### src/rtl/fetch_pkg.sv
// -----------------------------------------------------------------------------
// fetch_pkg
//   Shared definitions for the instruction fetch stage and the decoder:
//   fetch FSM state encoding, opcode constants and the instruction length
//   rule is_two_byte().
// -----------------------------------------------------------------------------
package fetch_pkg;

    typedef enum logic [1:0] {
        EMPTY  = 2'd0,
        FETCH1 = 2'd1,
        HOLD   = 2'd2
    } fetch_state_t;

    // Opcode groups compared on the top six bits.
    localparam logic [5:0] MOV_IMM = 6'b100000;
    localparam logic [5:0] CMP_IMM = 6'b100011;

    // Full opcode bytes.
    localparam logic [7:0] BRA = 8'hA8;
    localparam logic [7:0] BHI = 8'hB0;
    localparam logic [7:0] BEQ = 8'hB4;
    localparam logic [7:0] NOP = 8'h70;

    // Branches (0xA?, 0xB?) and the immediate forms of MOV/CMP carry a
    // second byte; every other opcode is a single byte.
    function automatic logic is_two_byte(input logic [7:0] b);
        return (b[7:4] == BRA[7:4]) ||
               (b[7:4] == BHI[7:4]) ||
               (b[7:2] == MOV_IMM)  ||
               (b[7:2] == CMP_IMM);
    endfunction

endpackage

### src/rtl/instruction_fetch_if.sv
// -----------------------------------------------------------------------------
// instruction_fetch_if
//   Fetch -> decoder handshake bundle.
//     instr_valid  : assembled instruction available (fetch -> decoder)
//     instr_ready  : decoder accepts this cycle        (decoder -> fetch)
//     instr_byte0  : opcode byte
//     instr_byte1  : immediate/target byte, 0 for 1-byte instructions
//     instr_len2   : instruction is 2 bytes
//     instr_pc     : address of instr_byte0
//   Modports: master = fetch stage, slave = decoder.
// -----------------------------------------------------------------------------
interface instruction_fetch_if;

    logic       instr_valid;
    logic       instr_ready;
    logic [7:0] instr_byte0;
    logic [7:0] instr_byte1;
    logic       instr_len2;
    logic [7:0] instr_pc;

    modport master (
        output instr_valid,
        output instr_byte0,
        output instr_byte1,
        output instr_len2,
        output instr_pc,
        input  instr_ready
    );

    modport slave (
        input  instr_valid,
        input  instr_byte0,
        input  instr_byte1,
        input  instr_len2,
        input  instr_pc,
        output instr_ready
    );

endinterface

### src/rtl/instruction_fetch_instr_length_decode.sv
// -----------------------------------------------------------------------------
// instr_length_decode
//   Combinational opcode length classifier.
//     opcode : candidate opcode byte
//     len2   : 1 when the opcode is followed by an immediate/target byte
// -----------------------------------------------------------------------------
module instr_length_decode
    import fetch_pkg::*;
(
    input  logic [7:0] opcode,
    output logic       len2
);

    assign len2 = is_two_byte(opcode);

endmodule

### src/rtl/instruction_fetch.sv
// -----------------------------------------------------------------------------
// instruction_fetch
//   Byte-serial fetch stage between program_memory and the decoder. Reads one
//   byte per cycle, assembles 1- or 2-byte instructions and holds each one on
//   a valid/ready handshake until the decoder takes it. A branch redirect from
//   execute flushes any partial or held instruction and refetches.
//
//   Parameters:
//     RESET_PC        : fetch address loaded on reset
//   Ports:
//     clk             : clock, rising edge
//     reset           : synchronous, active-low reset
//     mem_addr        : program memory address (always the fetch pointer)
//     mem_data        : program memory byte at mem_addr, same cycle
//     redirect_valid  : branch taken, flush and refetch
//     redirect_addr   : new fetch address
//     stall_count     : cycles with instr_valid && !instr_ready
//     dec             : decoder handshake (instruction_fetch_if.master)
//
//   Build option:
//     FETCH_STALL_CNT_EN : when defined, stall_count is a saturating 16-bit
//                          counter cleared only by reset; otherwise it is 0
//                          and no counter is built.
// -----------------------------------------------------------------------------
module instruction_fetch
    import fetch_pkg::*;
#(
    parameter logic [7:0] RESET_PC = 8'd0
) (
    input  logic                       clk,
    input  logic                       reset,
    output logic [7:0]                 mem_addr,
    input  logic [7:0]                 mem_data,
    input  logic                       redirect_valid,
    input  logic [7:0]                 redirect_addr,
    output logic [15:0]                stall_count,
    instruction_fetch_if.master        dec
);

    fetch_state_t state;
    logic [7:0]   pc;
    logic         valid_q;
    logic [7:0]   byte0_q;
    logic [7:0]   byte1_q;
    logic         len2_q;
    logic [7:0]   instr_pc_q;

    logic         byte_len2;
    logic         accept;
    logic         capture;

    instr_length_decode u_len_decode (
        .opcode (mem_data),
        .len2   (byte_len2)
    );

    assign accept  = valid_q && dec.instr_ready;
    // An opcode byte is taken whenever the stage is empty or the held
    // instruction leaves this cycle, giving one 1-byte instruction per cycle.
    assign capture = (state == EMPTY) || ((state == HOLD) && accept);

    // NOTE: sequential state is updated with non-blocking assignments only, so
    // every register samples pre-edge values regardless of statement order.
    always_ff @(posedge clk) begin
        if (!reset) begin
            state      <= EMPTY;
            pc         <= RESET_PC;
            valid_q    <= 1'b0;
            byte0_q    <= 8'd0;
            byte1_q    <= 8'd0;
            len2_q     <= 1'b0;
            instr_pc_q <= 8'd0;
        end else if (redirect_valid) begin
            // Any accept this cycle has already completed; only the fetch
            // pointer and the pipeline contents are replaced.
            state   <= EMPTY;
            pc      <= redirect_addr;
            valid_q <= 1'b0;
        end else if (capture) begin
            byte0_q    <= mem_data;
            byte1_q    <= 8'd0;
            len2_q     <= byte_len2;
            instr_pc_q <= pc;
            pc         <= pc + 8'd1;
            state      <= byte_len2 ? FETCH1 : HOLD;
            valid_q    <= !byte_len2;
        end else if (state == FETCH1) begin
            // pc wraps 255 -> 0, so a 2-byte opcode at 255 reads byte1 from 0.
            byte1_q <= mem_data;
            pc      <= pc + 8'd1;
            state   <= HOLD;
            valid_q <= 1'b1;
        end
    end

    assign mem_addr        = pc;
    assign dec.instr_valid = valid_q;
    assign dec.instr_byte0 = byte0_q;
    assign dec.instr_byte1 = byte1_q;
    assign dec.instr_len2  = len2_q;
    assign dec.instr_pc    = instr_pc_q;

`ifdef FETCH_STALL_CNT_EN
    logic [15:0] stall_q;

    always_ff @(posedge clk) begin
        if (!reset) begin
            stall_q <= 16'd0;
        end else if (valid_q && !dec.instr_ready && (stall_q != 16'hFFFF)) begin
            stall_q <= stall_q + 16'd1;
        end
    end

    assign stall_count = stall_q;
`else
    assign stall_count = 16'd0;
`endif

endmodule
### src/flat_wrapper.sv
// flat-port wrapper written by rule: the top's interface ports become plain ports
module instruction_fetch_flat import fetch_pkg::*;
#(
    parameter logic [7:0] RESET_PC = 8'd0
)
  (clk, reset, mem_addr, mem_data, redirect_valid, redirect_addr, stall_count, dec_instr_valid, dec_instr_byte0, dec_instr_byte1, dec_instr_len2, dec_instr_pc, dec_instr_ready);
  instruction_fetch_if dec_i ();
  input  logic clk;
  input  logic reset;
  output logic [7:0] mem_addr;
  input  logic [7:0] mem_data;
  input  logic redirect_valid;
  input  logic [7:0] redirect_addr;
  output logic [15:0] stall_count;
  output wire logic [$bits(dec_i.instr_valid)-1:0] dec_instr_valid;
  output wire logic [$bits(dec_i.instr_byte0)-1:0] dec_instr_byte0;
  output wire logic [$bits(dec_i.instr_byte1)-1:0] dec_instr_byte1;
  output wire logic [$bits(dec_i.instr_len2)-1:0] dec_instr_len2;
  output wire logic [$bits(dec_i.instr_pc)-1:0] dec_instr_pc;
  input wire logic [$bits(dec_i.instr_ready)-1:0] dec_instr_ready;
  assign dec_instr_valid = dec_i.instr_valid;
  assign dec_instr_byte0 = dec_i.instr_byte0;
  assign dec_instr_byte1 = dec_i.instr_byte1;
  assign dec_instr_len2 = dec_i.instr_len2;
  assign dec_instr_pc = dec_i.instr_pc;
  assign dec_i.instr_ready = dec_instr_ready;
  instruction_fetch #(.RESET_PC(RESET_PC)) u_core (.clk(clk), .reset(reset), .mem_addr(mem_addr), .mem_data(mem_data), .redirect_valid(redirect_valid), .redirect_addr(redirect_addr), .stall_count(stall_count), .dec(dec_i));
endmodule
### config.mk
export PLATFORM = sky130hd
export DESIGN_NAME = instruction_fetch_flat
export DESIGN_NICKNAME = d
export VERILOG_FILES = /design/src/rtl/fetch_pkg.sv /design/src/rtl/instruction_fetch_if.sv /design/src/rtl/instruction_fetch_instr_length_decode.sv /design/src/rtl/instruction_fetch.sv /design/src/flat_wrapper.sv
export SDC_FILE = /design/constraint.sdc
export NUM_CORES = 1
export LEC_CHECK = 0
export BUFFER_PORTS_ARGS = -buffer_cell sky130_fd_sc_hd__buf_2
export CORE_MARGIN = 4
export CORE_UTILIZATION = 43
export CTS_CLUSTER_DIAMETER = 100
export DETAILED_ROUTE_END_ITERATION = 12
export GPL_TIMING_DRIVEN = 0
export MAX_ROUTING_LAYER = met4
export PLACE_DENSITY = 0.75
export SYNTH_ARGS = -nofsm -noshare
export SYNTH_HDL_FRONTEND = slang
export SYNTH_HIERARCHICAL = 1
export SYNTH_SLANG_ARGS = --single-unit
### constraint.sdc
create_clock -name clk -period 1.38 [get_ports clk]
set_input_delay 0.069 -clock clk [delete_from_list [all_inputs] [get_ports clk]]
set_output_delay 0.069 -clock clk [all_outputs]
set_load 0.02 [all_outputs]
# Word level (Yosys, flattened, before mapping)
# Index checks and enable logic that the tools add are counted.
[totals]
wordCells = 39
reg_bits = 36
in_bits = 20
output_inout_bits = 50
[op_classes]
n_mux = 10
bitwise = 2
addsub = 1
reduce_logical = 13
n_eq_ne = 6
[ops]
columns = ["operator", "n"]
rows = [
  ["8-bit two-way mux", 5],
  ["6-bit equality test, second input constant", 2],
  ["8-bit by 1-bit adder with 8-bit output, second input constant", 1],
  ["4-bit equality test, second input constant", 2],
  ["2-bit two-way mux", 3],
  ["1-bit logical OR", 4],
  ["2-bit AND reduction", 2],
  ["3-bit nonzero test", 1],
  ["2-bit by 1-bit equality test with 1-bit output, second input constant", 1],
  ["2-bit equality test, second input constant", 1],
  ["1-bit logical AND", 2],
  ["2-bit logical NOT", 1],
  ["1-bit two-way mux", 2],
  ["1-bit NOT", 2],
  ["2-bit nonzero test", 1],
  ["2-bit OR reduction", 1],
  ["1-bit logical NOT", 1],
]

# Longest topological paths before layout
[logic_depth]
depth_word = 6
depth_mapped = 7
ltp_nobuf = 5

# Hierarchy
# Netlist, hierarchy kept.
[modules_own_cells]
columns = ["module", "n_inst", "cells_each", "seq_area_each_um2", "area_each_um2"]
rows = [
  ["instruction_fetch", 1, 191, 700.7, 1701.6],
  ["instr_length_decode", 1, 4, 0.0, 36.3],
]

# Least setup slack after synthesis
# Ideal clock, no wire load.
[synth_path]
path_kind = "reg-to-reg"
from = "register u_core.state[1]"
to = "register u_core.byte0_q[0] (netlist: u_core/dec.instr_byte0[0])"
required_ps = 1262
stages_incl_launch_ff = 8
setup_ps = 118
setup_slack_ps = -72
arrival_ps = 1334
synth_period_minus_slack_ps = 1452
n_path_buf = 3
cell_sequence = "dfxtp_1 buf_6 and2b_4 or2_1 buf_6 buf_6 o21ai_1 a21boi_1"
[synth_between]
elab_chain_len = 4
elab_cells_between_ends = 5
classes_between = "1 x eq/ne; 4 x reduce/logical"
[synth_rtl]
columns = ["item", "line", "source"]
rows = [
  ["start, declared", "instruction_fetch.sv:40", "fetch_state_t state;"],
  ["start signal, assigned", "instruction_fetch.sv:85", "state <= byte_len2 ? FETCH1 : HOLD;"],
  ["2-bit equality test", "instruction_fetch.sv:60", "assign capture = (state == EMPTY) || ((state == HOLD) && accept);"],
  ["1-bit logical AND", "instruction_fetch.sv:60", ""],
  ["1-bit logical OR (*)", "instruction_fetch.sv:60", ""],
  ["2-bit AND reduction (no source line) (*)", "-", ""],
  ["end signal, assigned", "instruction_fetch.sv:80", "byte0_q <= mem_data;"],
  ["end, declared", "instruction_fetch.sv:43", "logic [7:0] byte0_q;"],
]
# Every way passes the cells marked *; elsewhere a longest branch is shown, timed or not.
# A chain may end at the register's enable or synchronous reset.

# Final worst setup path
[layout_path]
from = "register u_core.state[0]"
to = "register u_core.pc[7] (netlist: u_core/mem_addr[7])"
[layout_between]
elab_chain_len = 5
elab_cells_between_ends = 8
classes_between = "2 x eq/ne; 2 x mux; 4 x reduce/logical"
[layout_rtl]
columns = ["item", "line", "source"]
rows = [
  ["2-bit equality test", "instruction_fetch.sv:60", ""],
  ["1-bit logical AND", "instruction_fetch.sv:60", ""],
  ["1-bit logical OR", "instruction_fetch.sv:60", ""],
  ["8-bit two-way mux", "instruction_fetch.sv:79", "end else if (capture) begin"],
  ["8-bit two-way mux", "instruction_fetch.sv:73", "end else if (redirect_valid) begin"],
  ["end signal, assigned", "instruction_fetch.sv:77", "pc <= redirect_addr;"],
  ["end signal, assigned", "instruction_fetch.sv:84", "pc <= pc + 8'd1;"],
  ["end signal, assigned", "instruction_fetch.sv:90", "pc <= pc + 8'd1;"],
  ["end, declared", "instruction_fetch.sv:41", "logic [7:0] pc;"],
]
# Several ways; a longest one is shown, not always the timed one.

==> metrics.md <==
| Metric | Value |
|---|---|
| Final WL | 4.184 mm |
| Worst slew pin tran | 0.6236 ns |
| Via/cell ratio | 4.829 |
| Hold Fails Final Rpt | 0 |
| Hold depth | 3 |
| Root buf cell | clkbuf_8 |
| Area added between synthesis and finish | 33.48% |
| Logic pwr share | 20.7% |
| DR WL/cell | 12.99 um |
| TNS Setup | 0 ns |
| Pint | 1.723 mW |
| Critical R2R Capture | u_core/mem_addr[7] |
| Die Y | 71.58 um |
| Die width | 71.58 um |
| Core area | 3771 um^2 |
| CTS H-tree lvls | 2 |
| CTS tree | built |
| Most area-hungry cell type in the Yosys netlist | dfxtp_1 |
| Register area share after synthesis | 40.32% |
| Maximum vdd ir drop | approximately 0.56 mV |
| CP delay by family, top | flip-flops |
| TritonRoute pass-1 iters | 4 |
| Longest Clk Path Bufs | 2 |
| # DRC | 0 |
| Type of the worst min-delay path | in -> reg |
| Critical path endpoint category | register |
| Max-Cap Viols | 0 |
| Library cells used by synthesis | 37 |
| Power Dens Cells | approximately 1000 nW/um^2 |
| Vias | 1555 |
| Tcrit/Tclk final | 97.12% |
| Max Clk Rate | 746.1 MHz |
| Top-area cell type share of the netlist area | 40.32% |
| Crit Path Category | reg -> reg |
| Warnings, synthesis | 6 |
| CP required | roughly 1.5 ns |
| Post-Synthesis Cell Area | roughly 1700 um^2 |
| Hold endpoint | u_core/dec.instr_byte0[0] |
| Power share of the sequential group | between 40% and 50% |
| Reg2Reg Setup Slack | 0.04 ns |
| Tot Pwr | roughly 2.4 mW |
| Post-synthesis adder-cell area fraction | 0.7199% |
| Sw Share | 27.97% |
| Critical Path Start Type | register |
| Io pins | 70 |
| Fin crit period | 1.340 ns |
| Crit path arrival time | 1.50 ns |
| Die ar. | between 5000 and 6000 um^2 |
| Largest family of logic cells by synthesized area | compound AO/OA/AOI/OAI gates |
| RR Startpoint | u_core/state[0] |
| P_sw | 669.0 uW |
| GP Congestion | slightly below 0.9 |
| HPWL after detailed placement | 3.040 mm |
| Mux cell area share after synthesis | 0.5760% |
| Crit path max fanout | 8 |
| FF-to-FF path depth | 5 |
| Xor/xnor share of the synthesized area | 3.024% |
| Fin area | 2320 um^2 |
| CP max stage cell | dfxtp_4 |
| Initial antenna violation count | 0 |
| Slew Limit Headroom | 58.42% |
| Flops & latches, synth | 35 |
| Sink Count | 35 |
| Number of core rows | 22 |
| Post-Synth Simple-Gate Area | about 15% |
| P_leak | 1.079 nW |
| Vias in the first global route | 1490 |
| WHS | around 0.04 ns |
| IO buf count | 52 |
| Share of layout cells above drive strength 1 | between 40% and 50% |
| # fillers | 348 |
| Setup violators final | 0 |
| Slew Viols, Final | 0 |
| CP peak stage delay | between 0.3 and 0.4 ns |
| Mean Syn Cell Area | 8.912 um^2 |
| Compound-Gate Fraction of Synth Area | around 27% |
| All-Layer GR Usage | ~17% |
| Status | complete, no violations |
| Total grt overflow | 0 |
| Initial Util | 46.08% |
| Ranking of synthesized cells by area | dfxtp_1 40%, a21boi_1 8.6%, buf_4 7.3% |
| Cell Area, Placed | 2116 um^2 |
| CTS Hold Bufs | 0 |
| Gate Count Post-Synth | 195 |
| Worst-skew pair later-pin latency | 0.28 ns |
| CP bufs+invs | 1 |
| Ant. Diodes | 0 |
| Nets | 294 |
| Largest net degree at the start of global routing | 11 |
| Global-route wire length before repair | 6.755 mm |
| RSZ-0062 raised after global routing | false |
| Iter 0 DRT Violations | 89 |
| Post-route ant nets | 0 |
| Crit path cell chain | nand2b_1, buf_6, a21oi_2, and4_1, o311a_1 |
| Clock skew after layout | 0.005212 ns |
| Clock Power Share | between 30% and 40% |
| Hold_sp | mem_data[0] |
| Clock-pin slew on the worst setup and hold paths | 0.07 ns |
| CTS Buf Count | 5 |
## synthesized netlist by cell type (all sizes together)
cell type / count
o311a: 2
nor3: 1
nand3: 12
clkbuf: 3
nand2: 28
a31oi: 1
o211a: 1
a21o: 1
a21boi: 27
mux2i: 1
xnor2: 4
nor2: 3
ha: 1
inv: 4
and3b: 1
o21ai: 22
dfxtp: 35
o41ai: 1
buf: 25
and2b: 1
a211oi: 1
and4: 1
nand3b: 1
a21oi: 9
a22oi: 1
nand2b: 4
xor2: 2
or2: 1
conb: 1
## worst min-delay path: cells and delay by family
family	cells	cell delay [ns]
AO/OA/AOI/OAI	1	0.05
AND/OR/NAND/NOR	1	0.05
buffers and inverters	1	0.10
## what timing repair did
item                       4_1_cts  5_1_grt
setup buffers                    4        0
setup endpoints to repair       19       18
gates resized for setup          6       20
gates cloned                     1        0
pin swaps                        3        1
## sequential cells by signal, indices dropped and copies added, names as in the netlist
| signal | cells |
|---|---|
| u_core/dec.instr_byte1 | 8 |
| u_core/state | 2 |
| u_core/dec.instr_pc | 8 |
| u_core/dec.instr_len2 | 1 |
| u_core/dec.instr_byte0 | 8 |
| u_core/mem_addr | 8 |
## area by class of cell
cell class / count / area [um^2] / area share [%]
buffer: 27 / 207.7 / 8.954
inverter: 4 / 15.01 / 0.6473
multi-input combinational: 143 / 907.1 / 39.10
clock buffer: 8 / 100.1 / 4.315
timing repair buffer: 57 / 317.8 / 13.70
tap: 48 / 60.06 / 2.589
sequential: 35 / 711.9 / 30.69
## per-stage QoR
| step | utilization, % | worst slack, ns | std cells |
|---|---|---|---|
| finish | 61.51 | 0.03976 | 322 |
| CTS | 60.38 | 0.01461 | 322 |
| floorplan | - | -0.02918 | 210 |
| detailed placement | 56.10 | -0.05689 | 310 |
| global route | 61.51 | 0.002829 | 322 |
| global placement | 56.10 | -0.02975 | 310 |
## power groups by stage
stage / clock network (mW) / registers [mW] / logic [mW]
finish: 0.787 / 1.11 / 0.495
global route: 0.853 / 1.12 / 0.539
CTS: 0.812 / 1.11 / 0.481
detailed placement: 0 / 1.13 / 0.455
global placement: 0 / 1.13 / 0.451
floorplan: 0 / 1.19 / 0.264
## cell families (layout without fill, tap and decap cells)
logic type,after synthesis,in the layout
buf+inv,32,96
flops,35,35
xor+xnor,6,6
other cells,1,16
mux,1,1
simple gates,53,53
fa+ha+maj,1,1
compound gates,66,66
## worst max-delay path by stage
| stage | startpoint | endpoint | slack, ns | cells after the start |
|---|---|---|---|---|
| 6_report | u_core/state[0] | u_core/mem_addr[7] | 0.04 | 5 |
| 5_1_grt | u_core/state[1] | u_core/dec.instr_byte0[6] | 0.003 | 6 |
| 4_1_cts | u_core/state[0] | u_core/dec.instr_byte1[4] | 0.01 | 5 |
| 3_5_place_dp | u_core/state[1] | u_core/dec.instr_byte0[6] | -0.06 | 6 |
| 3_3_place_gp | u_core/state[1] | u_core/dec.instr_byte0[0] | -0.03 | 7 |
| 2_1_floorplan | u_core/state[1] | u_core/dec.instr_byte0[0] | -0.03 | 7 |
## metal layers
layer,GRT usage [%],up-vias,wire (um)
li1,-,798,-
met4,6.681,0,47
met5,-,-,0
met1,19.95,710,1896
met2,28.37,43,2015
met3,3.927,4,225
## cells in the final DEF, fill, tap and decap left out, types with 6 or more instances in the layout
cell	count
a21boi_1	24
a21oi_1	7
buf_2	53
buf_4	20
clkbuf_8	7
conb_1	16
dfxtp_1	30
nand2_1	28
nand3_1	12
o21ai_0	6
o21ai_2	12
Note: power is estimated with default switching activity, not from simulation.
